### src/rtl/irq_sequencer.sv
`default_nettype none
// ============================================================================
// Module   : irq_sequencer
// Purpose  : Picks one pending interrupt line (fixed priority or round-robin),
//            delivers it to the core over req/ack, pulses a one-hot clear and
//            waits a programmable hold-off. Optional ack timeout under
//            IRQ_SEQ_TIMEOUT_EN.
// Revision : 1.0 - initial release
// ============================================================================
module irq_sequencer #(
    parameter int APB_ADDR_WIDTH = 12,
    parameter int NUM_LINES      = 32,
    parameter int TIMEOUT_CYCLES = 1024
) (
    input  logic                         HCLK,
    input  logic                         HRESETn,
    input  logic [APB_ADDR_WIDTH-1:0]    PADDR,
    input  logic [31:0]                  PWDATA,
    input  logic                         PWRITE,
    input  logic                         PSEL,
    input  logic                         PENABLE,
    output logic [31:0]                  PRDATA,
    output logic                         PREADY,
    output logic                         PSLVERR,
    input  logic [NUM_LINES-1:0]         irq_pending_i,
    output logic                         irq_req_o,
    output logic [$clog2(NUM_LINES)-1:0] irq_id_o,
    input  logic                         irq_ack_i,
    output logic [NUM_LINES-1:0]         irq_clear_o
);

    localparam int ID_W = $clog2(NUM_LINES);

    localparam logic [1:0] ST_IDLE  = 2'd0;
    localparam logic [1:0] ST_REQ   = 2'd1;
    localparam logic [1:0] ST_CLEAR = 2'd2;
    localparam logic [1:0] ST_HOLD  = 2'd3;

    logic [1:0]      state_q, state_d;
    logic [ID_W-1:0] id_q, id_d;
    logic [ID_W-1:0] ptr_q, ptr_d;
    logic [7:0]      hcnt_q, hcnt_d;
    logic            en_q, en_d;
    logic            rr_q, rr_d;
    logic [7:0]      holdoff_q, holdoff_d;

    logic            apb_wr;
    logic [ID_W-1:0] winner;
    logic            found;
    logic [ID_W-1:0] next_ptr;
    logic [31:0]     status;
    logic            to_set;
    logic            unused_bits;

`ifdef IRQ_SEQ_TIMEOUT_EN
    localparam int TO_W = (TIMEOUT_CYCLES > 2) ? $clog2(TIMEOUT_CYCLES) : 1;
    logic [TO_W-1:0] tcnt_q, tcnt_d;
    logic            to_flag_q, to_flag_d;
    assign unused_bits = ^{PADDR, PWDATA};
`else
    assign unused_bits = ^{PADDR, PWDATA, 1'(TIMEOUT_CYCLES)};
`endif

    assign PREADY  = 1'b1;
    assign PSLVERR = 1'b0;
    assign apb_wr  = PSEL & PENABLE & PWRITE;
    assign next_ptr = (id_q == ID_W'(NUM_LINES - 1)) ? '0 : id_q + ID_W'(1);

    // Scan order starts at the pointer in RR mode, at line 0 otherwise
    always_comb begin
        int            idx;
        logic [ID_W-1:0] sel;
        winner = '0;
        found  = 1'b0;
        idx    = 0;
        sel    = '0;
        for (int i = 0; i < NUM_LINES; i++) begin
            idx = rr_q ? int'(ptr_q) + i : i;
            if (idx >= NUM_LINES) begin
                idx = idx - NUM_LINES;
            end
            sel = ID_W'(idx);
            if (!found && irq_pending_i[sel]) begin
                found  = 1'b1;
                winner = sel;
            end
        end
    end

    always_ff @(posedge HCLK or negedge HRESETn) begin
        if (!HRESETn) begin
            state_q   <= ST_IDLE;
            id_q      <= '0;
            ptr_q     <= '0;
            hcnt_q    <= '0;
            en_q      <= 1'b0;
            rr_q      <= 1'b0;
            holdoff_q <= '0;
`ifdef IRQ_SEQ_TIMEOUT_EN
            tcnt_q    <= '0;
            to_flag_q <= 1'b0;
`endif
        end else begin
            state_q   <= state_d;
            id_q      <= id_d;
            ptr_q     <= ptr_d;
            hcnt_q    <= hcnt_d;
            en_q      <= en_d;
            rr_q      <= rr_d;
            holdoff_q <= holdoff_d;
`ifdef IRQ_SEQ_TIMEOUT_EN
            tcnt_q    <= tcnt_d;
            to_flag_q <= to_flag_d;
`endif
        end
    end

    always_comb begin
        state_d = state_q;
        id_d    = id_q;
        ptr_d   = ptr_q;
        hcnt_d  = hcnt_q;
        to_set  = 1'b0;
`ifdef IRQ_SEQ_TIMEOUT_EN
        tcnt_d  = tcnt_q;
`endif
        case (state_q)
            ST_IDLE: begin
                if (en_q && found) begin
                    id_d    = winner;
                    state_d = ST_REQ;
`ifdef IRQ_SEQ_TIMEOUT_EN
                    tcnt_d  = '0;
`endif
                end
            end
            ST_REQ: begin
                if (irq_ack_i) begin
                    state_d = ST_CLEAR;
`ifdef IRQ_SEQ_TIMEOUT_EN
                end else if (tcnt_q == TO_W'(TIMEOUT_CYCLES - 1)) begin
                    // Abandon without clearing; skip past this line next time
                    state_d = ST_IDLE;
                    to_set  = 1'b1;
                    ptr_d   = next_ptr;
                end else begin
                    tcnt_d  = tcnt_q + TO_W'(1);
`endif
                end
            end
            ST_CLEAR: begin
                ptr_d   = next_ptr;
                hcnt_d  = holdoff_q;
                state_d = (holdoff_q != 8'd0) ? ST_HOLD : ST_IDLE;
            end
            default: begin
                if (hcnt_q <= 8'd1) begin
                    state_d = ST_IDLE;
                end else begin
                    hcnt_d  = hcnt_q - 8'd1;
                end
            end
        endcase
    end

    always_comb begin
        irq_req_o   = (state_q == ST_REQ);
        irq_id_o    = id_q;
        irq_clear_o = '0;
        if (state_q == ST_CLEAR) begin
            irq_clear_o[id_q] = 1'b1;
        end
    end

    always_comb begin
        en_d      = en_q;
        rr_d      = rr_q;
        holdoff_d = holdoff_q;
        if (apb_wr && PADDR[3:2] == 2'd0) begin
            en_d = PWDATA[0];
            rr_d = PWDATA[1];
        end
        if (apb_wr && PADDR[3:2] == 2'd1) begin
            holdoff_d = PWDATA[7:0];
        end
`ifdef IRQ_SEQ_TIMEOUT_EN
        to_flag_d = to_flag_q;
        if (apb_wr && PADDR[3:2] == 2'd2 && PWDATA[16]) begin
            to_flag_d = 1'b0;
        end
        if (to_set) begin
            to_flag_d = 1'b1;
        end
`endif
    end

    always_comb begin
        status          = '0;
        status[0]       = (state_q != ST_IDLE);
        status[8 +: ID_W] = id_q;
`ifdef IRQ_SEQ_TIMEOUT_EN
        status[16]      = to_flag_q;
`endif
        PRDATA = '0;
        if (PSEL) begin
            case (PADDR[3:2])
                2'd0:    PRDATA = {30'd0, rr_q, en_q};
                2'd1:    PRDATA = {24'd0, holdoff_q};
                2'd2:    PRDATA = status;
                default: PRDATA = '0;
            endcase
        end
    end

endmodule
`default_nettype wire
### config.mk
export PLATFORM = sky130hd
export DESIGN_NAME = irq_sequencer
export DESIGN_NICKNAME = d
export VERILOG_FILES = /design/src/rtl/irq_sequencer.sv
export SDC_FILE = /design/constraint.sdc
export NUM_CORES = 1
export LEC_CHECK = 0
export CELL_PAD_IN_SITES_DETAIL_PLACEMENT = 1
export CELL_PAD_IN_SITES_GLOBAL_PLACEMENT = 1
export CORE_MARGIN = 3
export CORE_UTILIZATION = 40
export DETAILED_ROUTE_END_ITERATION = 7
export PLACE_DENSITY_LB_ADDON = 0.1
export SLEW_MARGIN = 20
export SYNTH_ARGS = -nofsm -noshare
export SYNTH_HDL_FRONTEND = slang
export SYNTH_SLANG_ARGS = --single-unit
### constraint.sdc
create_clock -name HCLK -period 7.09 [get_ports HCLK]
set_clock_uncertainty 0.2 [all_clocks]
set_input_delay 2.127 -clock HCLK [delete_from_list [all_inputs] [get_ports HCLK]]
set_output_delay 2.127 -clock HCLK [all_outputs]
set_load 0.1 [all_outputs]
==> results.yml <==
outcome:
  status: "finished, final reports clean"
cts:
  htree_levels: 2
  cts_buffers: 5
  clk_path_buf_depth: 2
  cts_resized: 0
  clock_latency_ns: 0.28
  clkSinkCount: 30
  cts-root-buf: "clkbuf_16"
  tritoncts: "done"
  clk_pin_slew_worst_paths_ns: 0.06
  post-cts-setup-buffers: 0
  hold_buffers: 0
logic_synthesis:
  synthTopCellsByCount: "122 x nand2_1, 118 x mux2i_1, 107 x nor2_1, 69 x a21oi_1, 44 x o21ai_0"
  synth_warnings: 0
  synth_area_um2: 8310
  syn-instance-count: 1111
  ys_seq_elements: 30
  synth_edf_count: 0
  synth_top_area_share_pct: 14.2
  netlist-cell-type-count: 95
  syn_area_per_cell_um2: 7.48
  yosysTopAreaCell: "mux2i_1"
  dominantRegCellSynth: "dfrtp_1"
  ys_seq_area_share_pct: 9.03
  synth_area_leaders: "mux2i_1 14%, dfrtp_1 9.0%, mux4_2 6.5%, nand2_1 5.5%, nor2_1 4.8%"
  synthArstFlopShare_pct: 100
  yosysMostFrequentCell: "nand2_1"
final_layout:
  final_area_um2: 10000
  finish.utilization_pct: 49.3
  seq_area_um2: 753
  final_nets: 1332
  drive_above_1_share_pct: 14.6
  multi_input_area_um2: 7060
  n_antenna_cell: 0
  area_delta_synth_final_pct: 20.3
  nFillCells: 2575
worst_setup_path:
  critPathKind: "in2reg"
  worstSetupStartpointType: "input port"
  critPathCaptureType: "flop"
  cp_max_fo: 7
  critical_path_arrival_ns: 6.81
  required_ns: 7.10
sta:
  rsz0062_at_grt: "no"
  max_freq_ghz: 0.147
  hold_violations: 0
  max_slew_margin_pct: 29.8
  fin_crit_sh_pct: 95.9
  slew_viol_final: 0
  setup_violations: 0
  setup_tns_ns: 0
  fin_crit_ns: 6.80
  worst_pin_slew_ns: 1.05
routing:
  viasPerCell: 6.48
  drt_iter0_markers: 883
  postRouteWirelength_um: 38300
  via_count: 9739
  postRouteAntennaNets: 0
  drtPass1Iterations: 5
  wl_per_cell_um: 25.5
  drc: 0
min_path:
  hold_class: "reg2reg"
place:
  place_area_um2: 9790
  io_buffers: 98
  hpwl_um: 30900
  place.gp.congestion: 1.01
floorplan:
  initial_core_util_pct: 41.0
  design.core.area_um2: 20300
  ios: 154
  dieWidth_um: 150
  die_area_um2: 22500
  rows: 52
  die_h_um: 150
global_route:
  antenna_found_initial: 0
  grt_pass1_wl_um: 57900
  track_usage_pct: 33.2
  first_global_vias: 9575
  grt_max_degree: 65
  gr-total-overflow: 0
flow_run:
  cap_violations: 0
## layout make-up
type | count | area share [%]
sequential | 30 | 7.53
timing repair buffer | 180 | 15.6
tap | 270 | 3.38
multi-input combinational | 992 | 70.6
clock buffer | 6 | 1.39
inverter | 22 | 0.826
clock inverter | 2 | 0.601
## cell families after synthesis
family,share of synthesized area [%]
and+or+nand+nor,26.9
AOI/OAI and AO/OA,26.1
muxes,24.8
buffers and inverters,7.00
DFF,9.03
xor gates and xnor gates,3.15
adders and majority gates,2.86
other,0.0903
## path summary, 6_finish.rpt
path                                          startpoint                       to  slack [ns]  cells after the start
min in group asynchronous                        HRESETn  irq_id_o[3]$_DFFE_PN0P_        2.04                      2
worst max-delay path                   irq_pending_i[13]  irq_id_o[3]$_DFFE_PN0P_        0.29                     15
worst max register to register      ptr_q[1]$_DFFE_PN0P_  irq_id_o[4]$_DFFE_PN0P_        0.89                     16
max in group asynchronous                        HRESETn     ptr_q[0]$_DFFE_PN0P_        4.31                      2
worst min register to register  holdoff_q[3]$_DFFE_PN0P_    hcnt_q[3]$_DFFE_PN0P_        0.36                      2
worst min-delay path            holdoff_q[3]$_DFFE_PN0P_    hcnt_q[3]$_DFFE_PN0P_        0.36                      2
## state kept, by name, indices dropped and copies added, names as in the netlist
register / cells
hcnt_q: 8
en_q: 1
ptr_q: 5
state_q: 2
holdoff_q: 8
irq_id_o: 5
rr_q: 1
## worst max-delay path, cell delays in order
cell	delay (ns)
clkdlybuf4s50_1	0.47
mux2i_1	0.39
mux4_2	0.40
mux2i_1	0.18
mux2_2	0.37
or4b_4	0.59
or4b_4	0.55
or2_1	0.31
buf_4	0.19
buf_4	0.16
nor4_1	0.31
a2111oi_0	0.18
a22o_1	0.27
a21o_1	0.18
a21oi_2	0.12
## metrics by stage
step | cells | hold slack [ns] | setup slack (ns)
2_1_floorplan | 1130 | 0.272 | 0.0710
3_3_place_gp | 1494 | 0.319 | 0.139
3_5_place_dp | 1494 | 0.348 | 0.0901
4_1_cts | 1502 | 0.364 | 0.376
5_1_grt | 1502 | 0.394 | 0.142
6_report | 1502 | 0.359 | 0.290
## per-layer routing
layer | vias up | GRT usage [%] | part of all wire, %
li1 | 4424 | - | -
met1 | 4775 | 46.3 | 44
met3 | 86 | 6.08 | 8.0
met4 | 0 | 11.7 | 4.0
met5 | - | 0 | 0
met2 | 454 | 51.5 | 44
## placed cells by master (no fill, tap or decap), types with 11 or more instances in the layout
| cell | netlist | layout |
|---|---|---|
| mux4_2 | 24 | 24 |
| o22ai_1 | 18 | 18 |
| a21boi_0 | 13 | 13 |
| nor2b_1 | 11 | 11 |
| nor3_1 | 22 | 22 |
| a211oi_1 | 13 | 13 |
| dfrtp_1 | 30 | 28 |
| and2_1 | 33 | 33 |
| mux2i_1 | 118 | 117 |
| a21o_1 | 18 | 18 |
| o211ai_1 | 19 | 19 |
| nand3_1 | 31 | 31 |
| inv_1 | 21 | 21 |
| buf_4 | 30 | 95 |
| o21ai_0 | 44 | 44 |
| a21oi_1 | 69 | 69 |
| xnor2_1 | 20 | 20 |
| nand2_1 | 122 | 122 |
| clkdlybuf4s50_1 | 0 | 85 |
| ha_1 | 19 | 19 |
| mux2_2 | 20 | 20 |
| conb_1 | 2 | 21 |
| a31oi_1 | 11 | 11 |
| and3_1 | 23 | 23 |
| nor2_1 | 107 | 107 |
Power is not shown: default switching activity piles up to over one toggle a cycle in this logic, so the estimate is an artifact.
